[src/rtl/game_ctl_if.sv]
// Pong game controller port bundle: frame/control inputs and
// registered position, score and status outputs.
interface game_ctl_if;
    logic       vblnk;
    logic       start;
    logic       l_up;
    logic       l_dn;
    logic       r_up;
    logic       r_dn;
    logic [9:0] x_ball;
    logic [9:0] y_ball;
    logic [9:0] y_pad_left;
    logic [9:0] y_pad_right;
    logic [3:0] score_left;
    logic [3:0] score_right;
    logic       game_over;
    logic [2:0] state;

    modport slave (
        input  vblnk, start, l_up, l_dn, r_up, r_dn,
        output x_ball, y_ball, y_pad_left, y_pad_right,
        output score_left, score_right, game_over, state
    );

    modport master (
        output vblnk, start, l_up, l_dn, r_up, r_dn,
        input  x_ball, y_ball, y_pad_left, y_pad_right,
        input  score_left, score_right, game_over, state
    );
endinterface

[src/rtl/game_ctl.sv]
// Pong game controller: frame-ticked ball/pad motion, collision,
// scoring and serve/point/game-over sequencing.
module game_ctl #(
    parameter int HOR_PIXELS   = 1024,
    parameter int VER_PIXELS   = 768,
    parameter int BALL_SIZE    = 15,
    parameter int PAD_HEIGHT   = 145,
    parameter int PAD_WIDTH    = 15,
    parameter int X_PAD_LEFT   = 30,
    parameter int X_PAD_RIGHT  = 979,
    parameter int BALL_STEP    = 4,
    parameter int PAD_STEP     = 6,
    parameter int SERVE_FRAMES = 60,
    parameter int POINT_FRAMES = 90,
    parameter int WIN_SCORE    = 9
) (
    input logic       clk,
    input logic       rst_n,
    game_ctl_if.slave bus
);
    localparam int CMAX = (SERVE_FRAMES > POINT_FRAMES) ?
                          SERVE_FRAMES : POINT_FRAMES;
    localparam int CW   = $clog2(CMAX);

    localparam logic [9:0] C_XC  = 10'((HOR_PIXELS - BALL_SIZE) / 2);
    localparam logic [9:0] C_YC  = 10'((VER_PIXELS - BALL_SIZE) / 2);
    localparam logic [9:0] C_PC  = 10'((VER_PIXELS - PAD_HEIGHT) / 2);
    localparam logic [9:0] C_XHL = 10'(X_PAD_LEFT + PAD_WIDTH + 1);
    localparam logic [9:0] C_XHR = 10'(X_PAD_RIGHT - BALL_SIZE - 1);
    localparam logic [9:0] C_YMU = 10'(VER_PIXELS - 1 - BALL_SIZE);
    localparam logic [3:0] C_WIN = 4'(WIN_SCORE);

    localparam logic signed [10:0] C_BS   = 11'(BALL_SIZE);
    localparam logic signed [10:0] C_STEP = 11'(BALL_STEP);
    localparam logic signed [10:0] C_PSTP = 11'(PAD_STEP);
    localparam logic signed [10:0] C_PH   = 11'(PAD_HEIGHT);
    localparam logic signed [10:0] C_XMAX = 11'(HOR_PIXELS - 1 - BALL_SIZE);
    localparam logic signed [10:0] C_YMAX = 11'(VER_PIXELS - 1 - BALL_SIZE);
    localparam logic signed [10:0] C_PMAX = 11'(VER_PIXELS - PAD_HEIGHT);
    localparam logic signed [10:0] C_LX   = 11'(X_PAD_LEFT);
    localparam logic signed [10:0] C_LE   = 11'(X_PAD_LEFT + PAD_WIDTH);
    localparam logic signed [10:0] C_RX   = 11'(X_PAD_RIGHT);
    localparam logic signed [10:0] C_RE   = 11'(X_PAD_RIGHT + PAD_WIDTH);

    typedef enum logic [2:0] {
        S_IDLE  = 3'd0,
        S_SERVE = 3'd1,
        S_PLAY  = 3'd2,
        S_POINT = 3'd3,
        S_OVER  = 3'd4
    } state_t;

    state_t          r_state;
    logic [9:0]      r_x, r_y, r_pl, r_pr;
    logic [3:0]      r_sl, r_sr;
    logic            r_over, r_dxn, r_dyn;
    logic [CW-1:0]   r_cnt;
    logic            r_vb1, r_vb2, r_arm, r_tick;

    logic signed [10:0] w_x, w_y, w_pl, w_pr, w_nx, w_ny;
    logic w_ov_l, w_ov_r, w_hit_l, w_hit_r;
    logic w_miss_l, w_miss_r, w_miss, w_to_idle;

    function automatic logic [9:0] f_pad(input logic [9:0] p,
                                         input logic up,
                                         input logic dn);
        logic signed [10:0] v;
        v = $signed({1'b0, p});
        if (up && !dn)      v = v - C_PSTP;
        else if (dn && !up) v = v + C_PSTP;
        if (v < 11'sd0)        v = 11'sd0;
        else if (v > C_PMAX)   v = C_PMAX;
        return v[9:0];
    endfunction

    always_comb begin
        w_x      = $signed({1'b0, r_x});
        w_y      = $signed({1'b0, r_y});
        w_pl     = $signed({1'b0, r_pl});
        w_pr     = $signed({1'b0, r_pr});
        w_nx     = r_dxn ? w_x - C_STEP : w_x + C_STEP;
        w_ny     = r_dyn ? w_y - C_STEP : w_y + C_STEP;
        w_ov_l   = (w_y + C_BS >= w_pl) && (w_y <= w_pl + C_PH);
        w_ov_r   = (w_y + C_BS >= w_pr) && (w_y <= w_pr + C_PH);
        w_hit_l  = r_dxn && (w_nx <= C_LE) &&
                   (w_nx + C_BS >= C_LX) && w_ov_l;
        w_hit_r  = !r_dxn && (w_nx + C_BS >= C_RX) &&
                   (w_nx <= C_RE) && w_ov_r;
        w_miss_l = w_nx < 11'sd0;
        w_miss_r = w_nx > C_XMAX;
        w_miss   = !w_hit_l && !w_hit_r && (w_miss_l || w_miss_r);
        w_to_idle = (r_state == S_OVER && bus.start) ||
                    (r_state > S_OVER);
    end

    always_ff @(posedge clk or negedge rst_n) begin
        if (!rst_n) begin
            r_state <= S_IDLE;
            r_x     <= C_XC;
            r_y     <= C_YC;
            r_pl    <= C_PC;
            r_pr    <= C_PC;
            r_sl    <= '0;
            r_sr    <= '0;
            r_over  <= 1'b0;
            r_dxn   <= 1'b0;
            r_dyn   <= 1'b0;
            r_cnt   <= '0;
            r_vb1   <= 1'b0;
            r_vb2   <= 1'b0;
            r_arm   <= 1'b0;
            r_tick  <= 1'b0;
        end else begin
            // arm only after vblnk is seen low, so a level held across reset
            r_vb1  <= bus.vblnk;
            r_vb2  <= r_vb1;
            r_arm  <= r_arm | ~bus.vblnk;
            r_tick <= r_vb1 & ~r_vb2 & r_arm;
            if (w_to_idle) begin
                r_state <= S_IDLE;
                r_x     <= C_XC;
                r_y     <= C_YC;
                r_pl    <= C_PC;
                r_pr    <= C_PC;
                r_sl    <= '0;
                r_sr    <= '0;
                r_over  <= 1'b0;
                r_dxn   <= 1'b0;
                r_dyn   <= 1'b0;
                r_cnt   <= '0;
            end else if (r_state == S_IDLE) begin
                if (bus.start) begin
                    r_state <= S_SERVE;
                    r_cnt   <= '0;
                    r_dxn   <= 1'b0;
                    r_dyn   <= 1'b0;
                end
            end else if (r_tick && r_state != S_OVER) begin
                r_pl <= f_pad(r_pl, bus.l_up, bus.l_dn);
                r_pr <= f_pad(r_pr, bus.r_up, bus.r_dn);
                unique case (r_state)
                    S_SERVE: begin
                        if (r_cnt == CW'(SERVE_FRAMES - 1)) begin
                            r_state <= S_PLAY;
                            r_cnt   <= '0;
                        end else begin
                            r_cnt <= r_cnt + 1'b1;
                        end
                    end
                    S_PLAY: begin
                        if (w_hit_l) begin
                            r_x   <= C_XHL;
                            r_dxn <= 1'b0;
                        end else if (w_hit_r) begin
                            r_x   <= C_XHR;
                            r_dxn <= 1'b1;
                        end else if (w_miss_l) begin
                            r_sr    <= (r_sr == C_WIN) ? r_sr : r_sr + 4'd1;
                            r_dxn   <= 1'b1;
                            r_state <= S_POINT;
                            r_cnt   <= '0;
                        end else if (w_miss_r) begin
                            r_sl    <= (r_sl == C_WIN) ? r_sl : r_sl + 4'd1;
                            r_dxn   <= 1'b0;
                            r_state <= S_POINT;
                            r_cnt   <= '0;
                        end else begin
                            r_x <= w_nx[9:0];
                        end
                        if (!w_miss) begin
                            if (w_ny <= 11'sd0) begin
                                r_y   <= '0;
                                r_dyn <= 1'b0;
                            end else if (w_ny >= C_YMAX) begin
                                r_y   <= C_YMU;
                                r_dyn <= 1'b1;
                            end else begin
                                r_y <= w_ny[9:0];
                            end
                        end
                    end
                    S_POINT: begin
                        if (r_cnt == CW'(POINT_FRAMES - 1)) begin
                            r_cnt <= '0;
                            if (r_sl == C_WIN || r_sr == C_WIN) begin
                                r_state <= S_OVER;
                                r_over  <= 1'b1;
                            end else begin
                                r_state <= S_SERVE;
                                r_x     <= C_XC;
                                r_y     <= C_YC;
                                r_dyn   <= 1'b0;
                            end
                        end else begin
                            r_cnt <= r_cnt + 1'b1;
                        end
                    end
                    default: ;
                endcase
            end
        end
    end

    assign bus.x_ball      = r_x;
    assign bus.y_ball      = r_y;
    assign bus.y_pad_left  = r_pl;
    assign bus.y_pad_right = r_pr;
    assign bus.score_left  = r_sl;
    assign bus.score_right = r_sr;
    assign bus.game_over   = r_over;
    assign bus.state       = r_state;
endmodule

[src/flat_wrapper.sv]
// flat-port wrapper written by rule: the top's interface ports become plain ports
module game_ctl_flat 
#(
    parameter int HOR_PIXELS   = 1024,
    parameter int VER_PIXELS   = 768,
    parameter int BALL_SIZE    = 15,
    parameter int PAD_HEIGHT   = 145,
    parameter int PAD_WIDTH    = 15,
    parameter int X_PAD_LEFT   = 30,
    parameter int X_PAD_RIGHT  = 979,
    parameter int BALL_STEP    = 4,
    parameter int PAD_STEP     = 6,
    parameter int SERVE_FRAMES = 60,
    parameter int POINT_FRAMES = 90,
    parameter int WIN_SCORE    = 9
)
  (clk, rst_n, bus_vblnk, bus_start, bus_l_up, bus_l_dn, bus_r_up, bus_r_dn, bus_x_ball, bus_y_ball, bus_y_pad_left, bus_y_pad_right, bus_score_left, bus_score_right, bus_game_over, bus_state);
  game_ctl_if bus_i ();
  input logic clk;
  input logic rst_n;
  input wire logic [$bits(bus_i.vblnk)-1:0] bus_vblnk;
  input wire logic [$bits(bus_i.start)-1:0] bus_start;
  input wire logic [$bits(bus_i.l_up)-1:0] bus_l_up;
  input wire logic [$bits(bus_i.l_dn)-1:0] bus_l_dn;
  input wire logic [$bits(bus_i.r_up)-1:0] bus_r_up;
  input wire logic [$bits(bus_i.r_dn)-1:0] bus_r_dn;
  output wire logic [$bits(bus_i.x_ball)-1:0] bus_x_ball;
  output wire logic [$bits(bus_i.y_ball)-1:0] bus_y_ball;
  output wire logic [$bits(bus_i.y_pad_left)-1:0] bus_y_pad_left;
  output wire logic [$bits(bus_i.y_pad_right)-1:0] bus_y_pad_right;
  output wire logic [$bits(bus_i.score_left)-1:0] bus_score_left;
  output wire logic [$bits(bus_i.score_right)-1:0] bus_score_right;
  output wire logic [$bits(bus_i.game_over)-1:0] bus_game_over;
  output wire logic [$bits(bus_i.state)-1:0] bus_state;
  assign bus_i.vblnk = bus_vblnk;
  assign bus_i.start = bus_start;
  assign bus_i.l_up = bus_l_up;
  assign bus_i.l_dn = bus_l_dn;
  assign bus_i.r_up = bus_r_up;
  assign bus_i.r_dn = bus_r_dn;
  assign bus_x_ball = bus_i.x_ball;
  assign bus_y_ball = bus_i.y_ball;
  assign bus_y_pad_left = bus_i.y_pad_left;
  assign bus_y_pad_right = bus_i.y_pad_right;
  assign bus_score_left = bus_i.score_left;
  assign bus_score_right = bus_i.score_right;
  assign bus_game_over = bus_i.game_over;
  assign bus_state = bus_i.state;
  game_ctl #(.HOR_PIXELS(HOR_PIXELS), .VER_PIXELS(VER_PIXELS), .BALL_SIZE(BALL_SIZE), .PAD_HEIGHT(PAD_HEIGHT), .PAD_WIDTH(PAD_WIDTH), .X_PAD_LEFT(X_PAD_LEFT), .X_PAD_RIGHT(X_PAD_RIGHT), .BALL_STEP(BALL_STEP), .PAD_STEP(PAD_STEP), .SERVE_FRAMES(SERVE_FRAMES), .POINT_FRAMES(POINT_FRAMES), .WIN_SCORE(WIN_SCORE)) u_core (.clk(clk), .rst_n(rst_n), .bus(bus_i));
endmodule
[config.mk]
export PLATFORM = sky130hd
export DESIGN_NAME = game_ctl_flat
export DESIGN_NICKNAME = d
export VERILOG_FILES = /design/src/rtl/game_ctl_if.sv /design/src/rtl/game_ctl.sv /design/src/flat_wrapper.sv
export SDC_FILE = /design/constraint.sdc
export NUM_CORES = 1
export LEC_CHECK = 0
export BUFFER_PORTS_ARGS = -buffer_cell sky130_fd_sc_hd__buf_2
export CAP_MARGIN = 20
export CORE_MARGIN = 2
export CORE_UTILIZATION = 51
export DETAILED_ROUTE_END_ITERATION = 10
export GPL_ROUTABILITY_DRIVEN = 1
export PLACE_DENSITY = 0.81
export REMOVE_ABC_BUFFERS = 1
export SLEW_MARGIN = 20
export SYNTH_ARGS = -nofsm -noshare
export SYNTH_HDL_FRONTEND = slang
export SYNTH_SLANG_ARGS = --single-unit
[constraint.sdc]
create_clock -name clk -period 3.96 [get_ports clk]
set_clock_uncertainty 0.2 [all_clocks]
set_input_delay 0.396 -clock clk [delete_from_list [all_inputs] [get_ports clk]]
set_output_delay 0.396 -clock clk [all_outputs]
set_load 0.01 [all_outputs]
After elaboration in Yosys (flattened, before gate mapping)
Index checks and enable logic that the tools add are counted.

Flip-flop bits (word level): 65. Input port bits: 8. Output and inout port bits: 52. Logic and storage cells: 236.

Add/subtract/negate cells: 15. $lt $le $gt $ge: 17. Eq/ne operators: 29. Multiplexer cells: 105. Bitwise gates (word level): 5. Reduce and logical (&&, ||, !) cells: 50.

Operator list (count): 2-to-1 mux 10 bit (27); 2-to-1 mux 11 bit (12); 2-to-1 mux 7 bit (10); 2-to-1 mux 4 bit (17); adder 10 x 3 -> 11 bit, second input constant (4); subtractor 10 x 3 -> 11 bit, second input constant (4); one-hot mux 10 bit (2 select lines) (2); greater-than comparator 11 bit, second input constant (3); less-than comparator 11 x 1 -> 1 bit, second input constant (3); 2-to-1 mux 3 bit (11); 2-to-1 mux 1 bit (23); adder 10 x 8 -> 11 bit, second input constant (2); >= comparator 11 bit (2); >= comparator 11 bit, second input constant (2); less-or-equal comparator 11 bit (2); one-hot mux 7 bit (3 select lines) (1); AND reduction 7 bit (3); logical AND 1 bit (16); AND reduction 8 bit (2); nonzero test 2 bit (7); != test 4 bit, second input constant (3); AND reduction 6 bit (2); adder 10 x 4 -> 11 bit, second input constant (1); adder 11 x 5 -> 11 bit, second input constant (1); 37 further kinds (61).

Longest topological paths before layout
Depth in word-level cells: 15. Depth in mapped cells: 16. Mapped depth without buffers: 15.

Worst setup path after synthesis
OpenSTA, ideal clock, no wires.

Kind: register to register. Start: reg u_core.r_pl[1], in the netlist u_core.bus.y_pad_left[1]. End: reg u_core.r_y[2], in the netlist u_core.bus.y_ball[2]. Setup time: 0.127 ns. Data arrival time: 3.404 ns. Setup slack: 0.229 ns. Stages on the path, launching flop included: 16. Buffers on the path: 1. Period minus slack after synthesis: 3.731 ns. Cells stage by stage: dfstp_2 > ha_1 > nand3_1 > nand2_1 > a31oi_1 > xnor2_1 > ha_1 > a2111oi_0 > o221ai_1 > o211ai_1 > and3b_1 > o41a_1 > a21oi_2 > a21oi_4 > buf_6 > mux2_1.

Cells in the longest elaborated chain, start to end: 9. Elaborated cells between the ends (all ways): 10. Classes of those cells: 1 x add/sub; 2 x order compare; 1 x eq/ne; 6 x reduce/logical.

Ends and longest elaborated chain: start: declaration (line game_ctl.sv:54) `logic [9:0] r_x, r_y, r_pl, r_pr;`; start signal: assignment (line game_ctl.sv:139) `r_pl <= f_pad(r_pl, bus.l_up, bus.l_dn);`; adder 10 x 8 -> 11 bit (line game_ctl.sv:83) `w_ov_l = (w_y + C_BS >= w_pl) && (w_y <= w_pl + C_PH);`; less-or-equal comparator 11 bit (line game_ctl.sv:83); logical AND 1 bit * (line game_ctl.sv:83); logical AND 1 bit * (line game_ctl.sv:86) `(w_nx + C_BS >= C_LX) && w_ov_l;`; logical NOT 1 bit * (line game_ctl.sv:91) `w_miss = !w_hit_l && !w_hit_r && (w_miss_l || w_miss_r);`; logical AND 1 bit * (2 in a row) (line game_ctl.sv:91); != test 3 bit (no line) *; AND reduction 6 bit (no line) *; end signal: assignment (line game_ctl.sv:178) `r_y <= w_ny[9:0];`; end: declaration (line game_ctl.sv:54).

Every way passes the cells marked *; elsewhere a longest branch is shown, timed or not. A chain may end at the register's enable or synchronous reset.

Worst setup path after layout
Start: reg u_core.r_y[3], in the netlist u_core.bus.y_ball[3]. End: reg u_core.r_sr[3], in the netlist u_core.bus.score_right[3].

Cells in the longest elaborated chain, start to end: 6. Elaborated cells between the ends (all ways): 12. Classes of those cells: 1 x add/sub; 4 x order compare; 2 x eq/ne; 5 x reduce/logical.

Ends and longest elaborated chain: adder 10 x 4 -> 11 bit (line game_ctl.sv:83, game_ctl.sv:84); >= comparator 11 bit (on tied branches) (line game_ctl.sv:83, game_ctl.sv:84); logical AND 1 bit (on tied branches) (line game_ctl.sv:83, game_ctl.sv:84); logical AND 1 bit (on tied branches) (line game_ctl.sv:86, game_ctl.sv:88); != test 2 bit (no line); AND reduction 7 bit (no line) *; end signal: assignment (line game_ctl.sv:158) `r_sr <= (r_sr == C_WIN) ? r_sr : r_sr + 4'd1;`; end: declaration (line game_ctl.sv:55) `logic [3:0] r_sl, r_sr;`.

Marked as above.

==> impl_metrics.csv <==
group,metric,value,unit
status,status,"finished clean",
synth,syn_area,0.00630,mm^2
critical_path,worstPathMaxFanout,14,
placed_design,io_buffers,57,
sta,slew_violations,0,
job,max_cap_viol_count,0,
sta,finalHoldViolCount,0,
sta,rsz0062_at_grt,"true",
clock_network,path_clk_slew,0.06,ns
synth,synth_area_leaders,"dfrtp_1 16%, ha_1 14%, dfstp_2 9.6%",
placed_design,gp_congestion,0.956,
die,ios,60,
synth,synth_common_cells,"70 x ha_1, 64 x nor2_1, 53 x o21ai_0",
clock_network,clock_latency,0.34,ns
die,die_h,115,um
critical_path,worstPathArrival,3.87,ns
sta,max_clock_freq,0.262,GHz
grt,grt_pass1_wl,27900,um
sta,period_minus_slack,3.81,ns
synth,syn_avg_cell_area,8.25,um^2
route,wl,17200,um
synth,yosys_warnings,0,
synth,synth.most_common_cell,"ha_1",
sta,worstMarginPinSlew,0.684,ns
route,ant_nets,0,
critical_path,cp-start-kind,"flop",
synth,async_flop_share,100,%
critical_path,critical_path_required,4.02,ns
final_layout,syn_to_final_growth,18.2,%
grt,grt_pass1_vias,5767,
final_layout,multi_input_area,0.00444,mm^2
critical_path,crit_path_end_kind,"flop",
clock_network,cts_buffer_depth,2,
critical_path,cp_common_cell,"ha_1",
route,vias_per_cell,6.27,
synth,syn-instance-count,763,
clock_network,htree_levels,3,
grt,grt_usage,26.0,%
synth,synthFlopType,"dfrtp_1",
critical_path,path_cells,"inv_1 -> ha_1 -> nor2_1 -> xor2_1 -> ha_1 -> a21o_1 -> a2111oi_2 -> o21ai_1 -> and3b_1 -> o41a_1 -> and2_4 -> or4_1 -> a21oi_1",
critical_path,slowest_stage,"dfstp_2",
sta,setup_viol,0,
clock_network,cts_root_buffer,"clkbuf_16",
placed_design,post-dp-hpwl,12800,um
die,die_w,115,um
clock_network,cts_tree,"yes",
die,core,0.0120,mm^2
clock_network,numCtsBuffers,9,
synth,synth_cell_types,78,
synth,netlist.area_leader.share,15.9,%
final_layout,diodes,0,
critical_path,rrSetupSlack,0.15,ns
synth,ys_ff_latch,63,
worst_hold_path,hold_path_class,"reg -> reg",
critical_path,crit_type,"reg -> reg",
die,dieArea,0.0133,mm^2
grt,antenna_found_initial,0,
sta,post-route-period-util,96.2,%
synth,ys_seq_area_share,25.5,%
route,vias,6324,
sta,setup_tns,0,ns
route,dr.pass1.iters,5,
route,drc,0,
final_layout,ff_latch_area,0.00161,mm^2
grt,gr-total-overflow,0,
final_layout,drive_gt1_share,20.3,%
final_layout,n_fill_cell,1014,
die,start_util,52.4,%
route,drt_iter0_drc,573,
final_layout,nNetsFinal,937,
route,wl_per_cell,17.1,um
grt,grt_max_degree,36,
critical_path,slowest_delay,0.60,ns
clock_network,clock-sinks,63,
die,rows,40,
sta,slew_headroom,54.4,%
synth,synth_edf_count,0,
synth,synth_top_cell_by_area,"dfrtp_1",
[worst paths after layout]
path / cells after the start / end / startpoint
setup / recovery: 13 / u_core.bus.score_right[3] / u_core.bus.y_ball[3]
hold / removal: 0 / u_core.r_vb2 / u_core.r_vb1
setup reg to reg: 13 / u_core.bus.score_right[3] / u_core.bus.y_ball[3]
hold reg to reg: 0 / u_core.r_vb2 / u_core.r_vb1
max in group asynchronous: 3 / u_core.bus.y_pad_left[8] / rst_n
min in group asynchronous: 2 / u_core.bus.score_right[2] / rst_n
[repair_timing]
action | CTS | global route
setup endpoints to repair | 0 | 31
hold buffers | 2 | 0
gates resized for setup | 0 | 14
setup buffers | 0 | 12
endpoints found under the hold margin | 18 | 0
[per-stage QoR]
stage	utilization (%)	hold WS [ns]	setup slack, ns	area (um^2)	cells
2_1_floorplan	-	-0.0996	0.209	6200	742
3_3_place_gp	57.5	0.154	0.128	6910	977
3_5_place_dp	57.5	0.164	0.0255	6910	977
4_1_cts	60.5	0.178	0.0306	7260	995
5_1_grt	62.0	0.194	-0.0422	7440	1009
6_report	62.0	0.175	0.150	7440	1009
[worst max-delay path: cells and delay by family, from the launching register on]
family	cells	cell delay [ns]
compound gates	5	1.04
xor+xnor	1	0.22
flops	1	0.60
simple gates	4	1.07
buf+inv	1	0.08
fa+ha+maj	2	0.52
[per-layer routing]
metal  track usage (%)  up-vias  wire length [um]
li1                  -     3014                 -
met1              35.6     3058              7740
met2              43.1      223              8340
met3              2.69       29               827
met4              8.92        0               344
met5                 0        -                 0
[sequential cells by signal (all words and copies together) (netlist names)]
signal and flops:
u_core.bus.game_over 1, u_core.bus.score_left 4, u_core.bus.score_right 4, u_core.bus.state 3, u_core.bus.x_ball 10, u_core.bus.y_ball 8
u_core.bus.y_pad_left 10, u_core.bus.y_pad_right 10, u_core.r_arm 1, u_core.r_cnt 7, u_core.r_dxn 1, u_core.r_dyn 1
u_core.r_tick 1, u_core.r_vb1 1, u_core.r_vb2 1
[cell type report]
| cell class | count | share of cell area [%] |
|---|---|---|
| inverter | 50 | 2.52 |
| clock inverter | 6 | 1.24 |
| multi-input combinational | 629 | 59.7 |
| tap | 147 | 2.47 |
| clock buffer | 10 | 3.21 |
| sequential | 63 | 21.6 |
| timing repair buffer | 104 | 9.28 |
[layout by cell type, fill, tap and decap left out, types with 9 or more instances in the layout]
cell,synthesis,layout
buf_4,2,42
ha_1,70,68
nand2_1,47,47
o211ai_1,14,14
o21ai_0,53,51
nor4_1,12,12
dfrtp_1,40,38
nand4_1,9,9
dfstp_2,23,23
nor2_1,64,64
clkbuf_16,0,11
nand3_1,26,26
xnor2_1,41,41
a21o_1,14,14
nand2b_1,14,14
a21oi_1,45,44
nor2b_1,11,11
nor3_1,26,26
or3_1,10,10
inv_1,49,49
buf_2,1,57
a31oi_1,21,21
[logic make-up (layout without fill, tap and decap cells)]
family	count (synthesis)	count (layout)	synth area share (%)
compound gates	219	219	22.9
fa+ha+maj	72	72	14.5
buf+inv	72	170	4.67
simple gates	269	269	22.3
other cells	1	2	0.0595
xor+xnor	47	47	6.54
flops	63	63	25.5
mux	20	20	3.48
Power is not shown: default switching activity piles up to over one toggle a cycle in this logic, so the estimate is an artifact.
